### src/rtl/serial_add_ctrl.sv
// Bit-serial adder/subtractor: one full adder walks the operands LSB first,
// then S/CO/OVF are latched together when the FSM enters DONE.
module serial_add_ctrl #(
    parameter int WIDTH = 8
) (
    input  logic             clk,
    input  logic             rst,
    input  logic             start,
    input  logic [WIDTH-1:0] A,
    input  logic [WIDTH-1:0] B,
    input  logic             CI,
    input  logic             SUB,
    output logic             busy,
    output logic             done,
    output logic [WIDTH-1:0] S,
    output logic             CO,
    output logic             OVF
);

    localparam int CNT_W = (WIDTH > 1) ? $clog2(WIDTH) : 1;

    typedef enum logic [1:0] {
        IDLE,
        RUN,
        DONE
    } state_t;

    state_t             state_q, state_d;
    logic [WIDTH-1:0]   opA_q, opA_d;
    logic [WIDTH-1:0]   opB_q, opB_d;
    logic               sub_q, sub_d;
    logic               carry_q, carry_d;
    logic [CNT_W-1:0]   bitCnt_q, bitCnt_d;
    logic [WIDTH-1:0]   shadow_q, shadow_d;
    logic [WIDTH-1:0]   sum_q, sum_d;
    logic               co_q, co_d;
    logic               ovf_q, ovf_d;

    logic aBit, bBit, sumBit, carryBit;

    // opB_q already holds ~B for subtraction; sub_q only qualifies the last-bit bookkeeping
    assign aBit     = opA_q[bitCnt_q];
    assign bBit     = opB_q[bitCnt_q];
    assign sumBit   = aBit ^ bBit ^ carry_q;
    assign carryBit = (aBit & bBit) | ((aBit ^ bBit) & carry_q);

    always_ff @(posedge clk) begin
        if (rst) begin
            state_q  <= IDLE;
            opA_q    <= '0;
            opB_q    <= '0;
            sub_q    <= 1'b0;
            carry_q  <= 1'b0;
            bitCnt_q <= '0;
            shadow_q <= '0;
            sum_q    <= '0;
            co_q     <= 1'b0;
            ovf_q    <= 1'b0;
        end else begin
            state_q  <= state_d;
            opA_q    <= opA_d;
            opB_q    <= opB_d;
            sub_q    <= sub_d;
            carry_q  <= carry_d;
            bitCnt_q <= bitCnt_d;
            shadow_q <= shadow_d;
            sum_q    <= sum_d;
            co_q     <= co_d;
            ovf_q    <= ovf_d;
        end
    end

    always_comb begin
        state_d  = state_q;
        opA_d    = opA_q;
        opB_d    = opB_q;
        sub_d    = sub_q;
        carry_d  = carry_q;
        bitCnt_d = bitCnt_q;
        shadow_d = shadow_q;
        sum_d    = sum_q;
        co_d     = co_q;
        ovf_d    = ovf_q;

        case (state_q)
            IDLE: begin
                if (start) begin
                    state_d  = RUN;
                    opA_d    = A;
                    opB_d    = SUB ? ~B : B;
                    sub_d    = SUB;
                    carry_d  = SUB ? 1'b1 : CI;
                    bitCnt_d = '0;
                end
            end
            RUN: begin
                shadow_d[bitCnt_q] = sumBit;
                carry_d            = carryBit;
                if (bitCnt_q == CNT_W'(WIDTH - 1)) begin
                    // carry_q here is the carry into the MSB, needed for signed overflow
                    state_d = DONE;
                    sum_d   = shadow_d;
                    co_d    = carryBit;
                    ovf_d   = carry_q ^ carryBit;
                    sub_d   = 1'b0;
                end else begin
                    bitCnt_d = bitCnt_q + CNT_W'(1);
                end
            end
            DONE: begin
                state_d = IDLE;
            end
            default: begin
                state_d = IDLE;
            end
        endcase
    end

    assign busy = (state_q == RUN);
    assign done = (state_q == DONE) & ~sub_q;
    assign S    = sum_q;
    assign CO   = co_q;
    assign OVF  = ovf_q;

endmodule

### config.mk
export PLATFORM = sky130hd
export DESIGN_NAME = serial_add_ctrl
export DESIGN_NICKNAME = d
export VERILOG_FILES = /design/src/rtl/serial_add_ctrl.sv
export SDC_FILE = /design/constraint.sdc
export NUM_CORES = 1
export LEC_CHECK = 0
export ABC_AREA = 1
export BUFFER_PORTS_ARGS = -buffer_cell sky130_fd_sc_hd__buf_2
export CAP_MARGIN = 15
export CORE_MARGIN = 4
export CORE_UTILIZATION = 45
export CTS_CLUSTER_SIZE = 8
export DETAILED_ROUTE_END_ITERATION = 10
export GPL_TIMING_DRIVEN = 0
export PLACE_DENSITY = 0.74
export SLEW_MARGIN = 25
export SYNTH_ARGS = -nofsm -noshare
export SYNTH_HDL_FRONTEND = slang
export SYNTH_SLANG_ARGS = --single-unit
### constraint.sdc
create_clock -name clk -period 6.04 [get_ports clk]
set_input_delay 0 -clock clk [delete_from_list [all_inputs] [get_ports clk]]
set_output_delay 0 -clock clk [all_outputs]
set_load 0.05 [all_outputs]
-- Word-level counts from Yosys, hierarchy flattened
Index checks and enable logic that the tools add are counted.
- equal/unequal tests: 6
- reductions and logical operators: 9
- bitwise logic cells: 9
- $add $sub $neg: 1
- $lt $le $gt $ge: 2
- muxes and demuxes: 20
- operators by type and width (kind ; number):
    8-bit bitwise mux ; 1
    8-bit 2-to-1 mux ; 1
    8-bit inverter ; 1
    2-bit AND reduction ; 4
    1-bit 2-to-1 mux ; 7
    1-bit binary-select mux with 3-bit select ; 2
    3-bit 2-to-1 mux ; 2
    3-bit case mux with 2 select lines ; 1
    3-bit AND reduction ; 2
    3-bit by 4-bit < comparator with 1-bit output (second input constant) ; 1
    2-bit 2-to-1 mux ; 2
    2-bit inequality test (second input constant) ; 2
    1-bit case mux with 2 select lines ; 2
    2-bit case mux with 2 select lines ; 1
    3-bit by 1-bit adder with 3-bit output (second input constant) ; 1
    1-bit AND ; 3
    1-bit demux with 3-bit select ; 1
    3-bit == test (second input constant) ; 1
    3-bit by 1-bit >= comparator with 1-bit output (second input constant) ; 1
    1-bit XOR ; 3
    2-bit by 1-bit == test with 1-bit output (second input constant) ; 1
    2-bit == test (second input constant) ; 1
    2-bit logical NOT ; 1
    2-bit by 1-bit inequality test with 1-bit output (second input constant) ; 1
    other kinds (4) ; 4
- register bits after elaboration: 41
- input bits: 21
- logic and storage cells: 57
- output and inout bits: 12

-- Longest topological paths before layout
- depth after elaboration: 6
- depth in mapped cells: 15
- mapped depth without buffers: 12

-- Worst setup path after synthesis
Ideal clock, no wire load.
- path type: register -> register
- start point: register bitCnt_q[0]
- end point: register sum_q[5], in the netlist S[5]
- slack: 3.952 ns
- stages on the path, launching flop included: 16
- setup time: 0.056 ns
- clock period less this slack: 2.088 ns
- required time: 5.984 ns
- arrival time: 2.032 ns
- cell sequence: dfxtp_1 -> buf_2 -> inv_2 -> buf_2 -> nand2_1 -> nand2_1 -> nand2_1 -> nand2_1 -> nand2_1 -> nand2_1 -> fa_1 -> clkbuf_1 -> nand4_1 -> nand3_1 -> nand2_1 -> inv_1
- word-level cells in the longest chain between the ends: 5
- elaborated cells on any way between the ends: 14
- those cells by class: order compare: 2; eq/ne: 1; mux: 7; bitwise: 2; reduce/logical: 2
- RTL lines (element ; RTL line ; text):
    from (decl) ; 33 ; logic [CNT_W-1:0] bitCnt_q, bitCnt_d;
    from (signal assigned) ; 65 ; bitCnt_q <= bitCnt_d;
    3-bit by 4-bit < comparator with 1-bit output (implied by the code), or another cell as far along ; 97 ; shadow_d[bitCnt_q] = sumBit;
    1-bit logical AND (implied by the code), or another cell as far along ; 97 ;
    1-bit 2-to-1 mux (implied by the code) / 1-bit XOR (equally long branches) ; 97, 44 ;
    1-bit demux with 3-bit select / 1-bit XOR (equally long branches) ; 97, 44 ;
    8-bit bitwise mux ; 97 ;
    to (signal assigned) ; 67 ; sum_q <= sum_d;
    to (decl) ; 35 ; logic [WIDTH-1:0] sum_q, sum_d;
Parallel ways exist; a longest one is shown, timed or not. The select of a mux whose other input is x is not followed.
A chain may end at the register's enable or synchronous reset.

-- Final worst setup path
Ends and elaborated chain as after synthesis.

==> summary.log <==
[cts] number of buffers created by CTS 5
[worst_hold_path] Worst Hold Path Cells 5
[layout] share of cells above drive strength 1 15.9%
[worst_setup_path] cell repeated most along the worst path nand2_1
[die] DIE WIDTH 76.5 microns
[worst_setup_path] cell-by-cell listing of the critical path buf_2 > inv_2 > buf_2 > nand2_1 > nand2_1 > nand2_1 > nand2_1 > nand2_1 > nand2_1 > fa_1 > clkbuf_1 > nand4_1 > nand3_1 > nand2_1 > inv_1
[layout] # nets final 395
[die] number of ports placed on the die boundary 33
[place] routability cong. 0.821
[layout] final cell count without fillers 423
[layout] commonest cells after routing, fill and taps aside nand2_1 (97), nor2_1 (68), dfxtp_1 (41), buf_2 (38), inv_1 (32)
[drt] Antenna Nets Post-Route 0
[cts] Max Root-Sink Buffers 2
[worst_setup_path] arrival time reported for the critical path endpoint 2.70 ns
[cts] deepest level of the CTS H-tree 2
[drt] # DRC 0
[layout] Syn-to-layout area delta 18.1%
[pwr] P_leak 1.28 nW
[timing] Setup TNS 0 ns
[timing] Final setup violation count 0
[drt] DRC marker count from the first detailed-route iteration 127
[worst_setup_path] required time at the endpoint of the critical path 6.28 ns
[global_route] vias in the first global route 1,966
[worst_hold_path] Hold Startpoint B[0]
[worst_hold_path] Hold Path End opB_q[0]
[place] count of buffers inserted at the top-level ports 30
[place] dpl cells 408
[worst_setup_path] cell with the largest stage delay on the worst path fa_1
[cts] clock net sink count 41
[synthesis] part of the Yosys area used for sequential elements 38.8%
[die] core area 4440 sq um
[global_route] gr ovfl total 0
[worst_setup_path] flop2flop setup slack 3.58 ns
[timing] RSZ-0062 raised after global routing false
[flow_run] number of max-cap violations 0
[layout] layout filler cell count 446
[cts] Clock Tree Root clkbuf_8
[synthesis] synthesized netlist net count 350
[layout] most common cell after layout, fill and taps aside nand2_1
[global_route] total global routing track utilization 17.2%
[synthesis] area share of the largest cell type after synthesis 38.8%
[timing] actual transition at the worst max-transition pin 0.490 ns
[drt] post-detailed-route wirelength per cell 11.0 microns
[worst_setup_path] category of the worst setup path capture point flop
[die] area enclosed by the die boundary 5860 sq um
[cts] hold buffers post-CTS 8
[synthesis] Yosys warning count 0
[timing] clock skew after layout 0.00420 ns
[worst_setup_path] Max stage delay on crit path 0.50 ns
[worst_setup_path] Crit Reg-Reg Startpoint bitCnt_q[0]
[cts] post-CTS repair timing setup buffer count 0
[pwr] power density cells 235 nW/um^2
[synthesis] synthesis-stage register bit count 41
[cts] clock input transition at the sequential cells of the worst setup and hold paths 0.07 ns
[synthesis] post-synth top area cell dfxtp_1
[drt] detailed-routing iteration count for the pre-antenna-repair pass 4
[pwr] Peak supply drop 0.190 mV
[cts] latest clock arrival within the worst-skew pair 0.29 ns
[synthesis] instance count of the mapped netlist 326
[place] Post-DP HPWL 3310 microns
[synthesis] cell area after synthesis 2110 sq um
[worst_setup_path] maximum fanout encountered on the critical timing path 10
[die] Chip Height 76.5 microns
[cts] CTS-repair resized insts 0
[worst_setup_path] critical path depth 15
[worst_setup_path] nature of the critical path startpoint flop
[drt] detailed-route wire length 4640 microns
[global_route] pin count of the biggest net entering global routing 12
[worst_setup_path] CP bufs+invs 5
[synthesis] largest cells by area after synthesis dfxtp_1 (39%), nand2_1 (17%), nor2_1 (12%)
[timing] Final Hold Slack 0.0358 ns
[synthesis] count of different cell masters after synthesis 24
[timing] Fin. Hold Viols 0
[run_status] run status finished, final reports clean
[place] pre-CTS setup slack 3.61 ns
[worst_setup_path] Worst Reg2Reg Path Length in Cells 15
[timing] crit share post-route 40.7%
[cts] TritonCTS clock tree done
[timing] clock period minus final worst setup slack 2.46 ns
[timing] max_slew headroom 67.3%
[drt] via density per instance 4.77
[drt] routed via count 2,018
[worst_setup_path] critical setup path kind reg2reg
[worst_setup_path] kind of cell adding the most delay to the critical path buffers and inverters
[die] starting utilization of the core area 47.6%
[global_route] initial antenna violation count 0
[die] row count 24
[layout] Final Core Density 56.1%
[timing] worst setup margin 3.58 ns
[layout] ANT cells 0
[global_route] global-route wire length before repair 8450 microns
[timing] final-report max-slew violation count 0
[timing] maximum clock frequency 0.407 GHz
[worst_hold_path] worst hold-check path type in2reg
[synthesis] synthesized area divided by synthesized cell count 6.48 sq um
[worst_setup_path] reg-to-reg critical path endpoint S[5]
==> worst max-delay path by stage <==
stage	start	endpoint	slack (ns)
2_1_floorplan	bitCnt_q[0]	S[5]	3.95
3_3_place_gp	bitCnt_q[0]	S[5]	3.64
3_5_place_dp	bitCnt_q[0]	S[5]	3.61
4_1_cts	bitCnt_q[0]	S[5]	3.57
5_1_grt	bitCnt_q[0]	shadow_q[5]	3.27
6_report	bitCnt_q[0]	S[5]	3.58
==> per-layer routing <==
layer | part of all wire (%) | track usage (%)
met5 | 0 | 0
met4 | 1.5 | 5.07
met2 | 45 | 28.6
met1 | 47 | 21.8
met3 | 6.1 | 4.37
==> tightest hold or removal path: cells and delay by family <==
family | cells | cell delay (ns)
simple gates | 3 | 0.16
buf+inv | 1 | 0.08
xor+xnor | 1 | 0.05
==> cell families after synthesis <==
group	synth area share (%)
AND/OR/NAND/NOR	38.4
buffers and inverters	10.4
flip-flops	38.8
AO/OA/AOI/OAI	6.51
XOR/XNOR	3.73
adder cells (fa/ha/maj)	2.13
==> power breakdown <==
part | total [mW] | internal, mW | switching, mW
clock | 0.178 | 0.0906 | 0.0876
sequential | 0.297 | 0.287 | 0.0100
combinational | 0.110 | 0.0423 | 0.0682
total | 0.585 | 0.420 | 0.166
==> metrics by stage <==
stage | total power, mW | area, sq um
final | 0.585 | 2490
after global routing | 0.622 | 2490
after CTS | 0.592 | 2490
after detailed placement | 0.409 | 2330
after global placement | 0.406 | 2330
after floorplan | 0.382 | 2110
==> sequential cells by signal, indices dropped and copies added, names as in the netlist <==
register	cells
CO	1
OVF	1
S	8
bitCnt_q	3
carry_q	1
opA_q	8
opB_q	8
shadow_q	8
state_q	2
sub_q	1
==> synthesized netlist by cell type <==
cell	instances
fa_1	1
nand2_1	97
nor2_4	1
buf_1	1
a21oi_1	5
nand4_1	6
nand3_1	24
xor2_1	1
nand2_4	1
buf_4	3
o21ai_0	12
xnor2_1	8
nor2_2	1
a21oi_2	6
nor3_1	1
ha_1	2
buf_2	8
inv_1	32
buf_6	1
clkbuf_1	3
inv_2	2
dfxtp_1	41
nor2_1	68
clkinv_1	1
==> area by class of cell <==
class	instances	area (sq um)	share of cell area (%)
multi-input cells	234	1070	43.0
flip-flops and latches	41	821	32.9
repair buffers	38	230	9.23
inverters	35	131	5.27
plain buffers	16	88.8	3.56
clock buffers	7	86.3	3.46
well taps	52	65.1	2.61
Note: power is estimated with default switching activity, not from simulation.
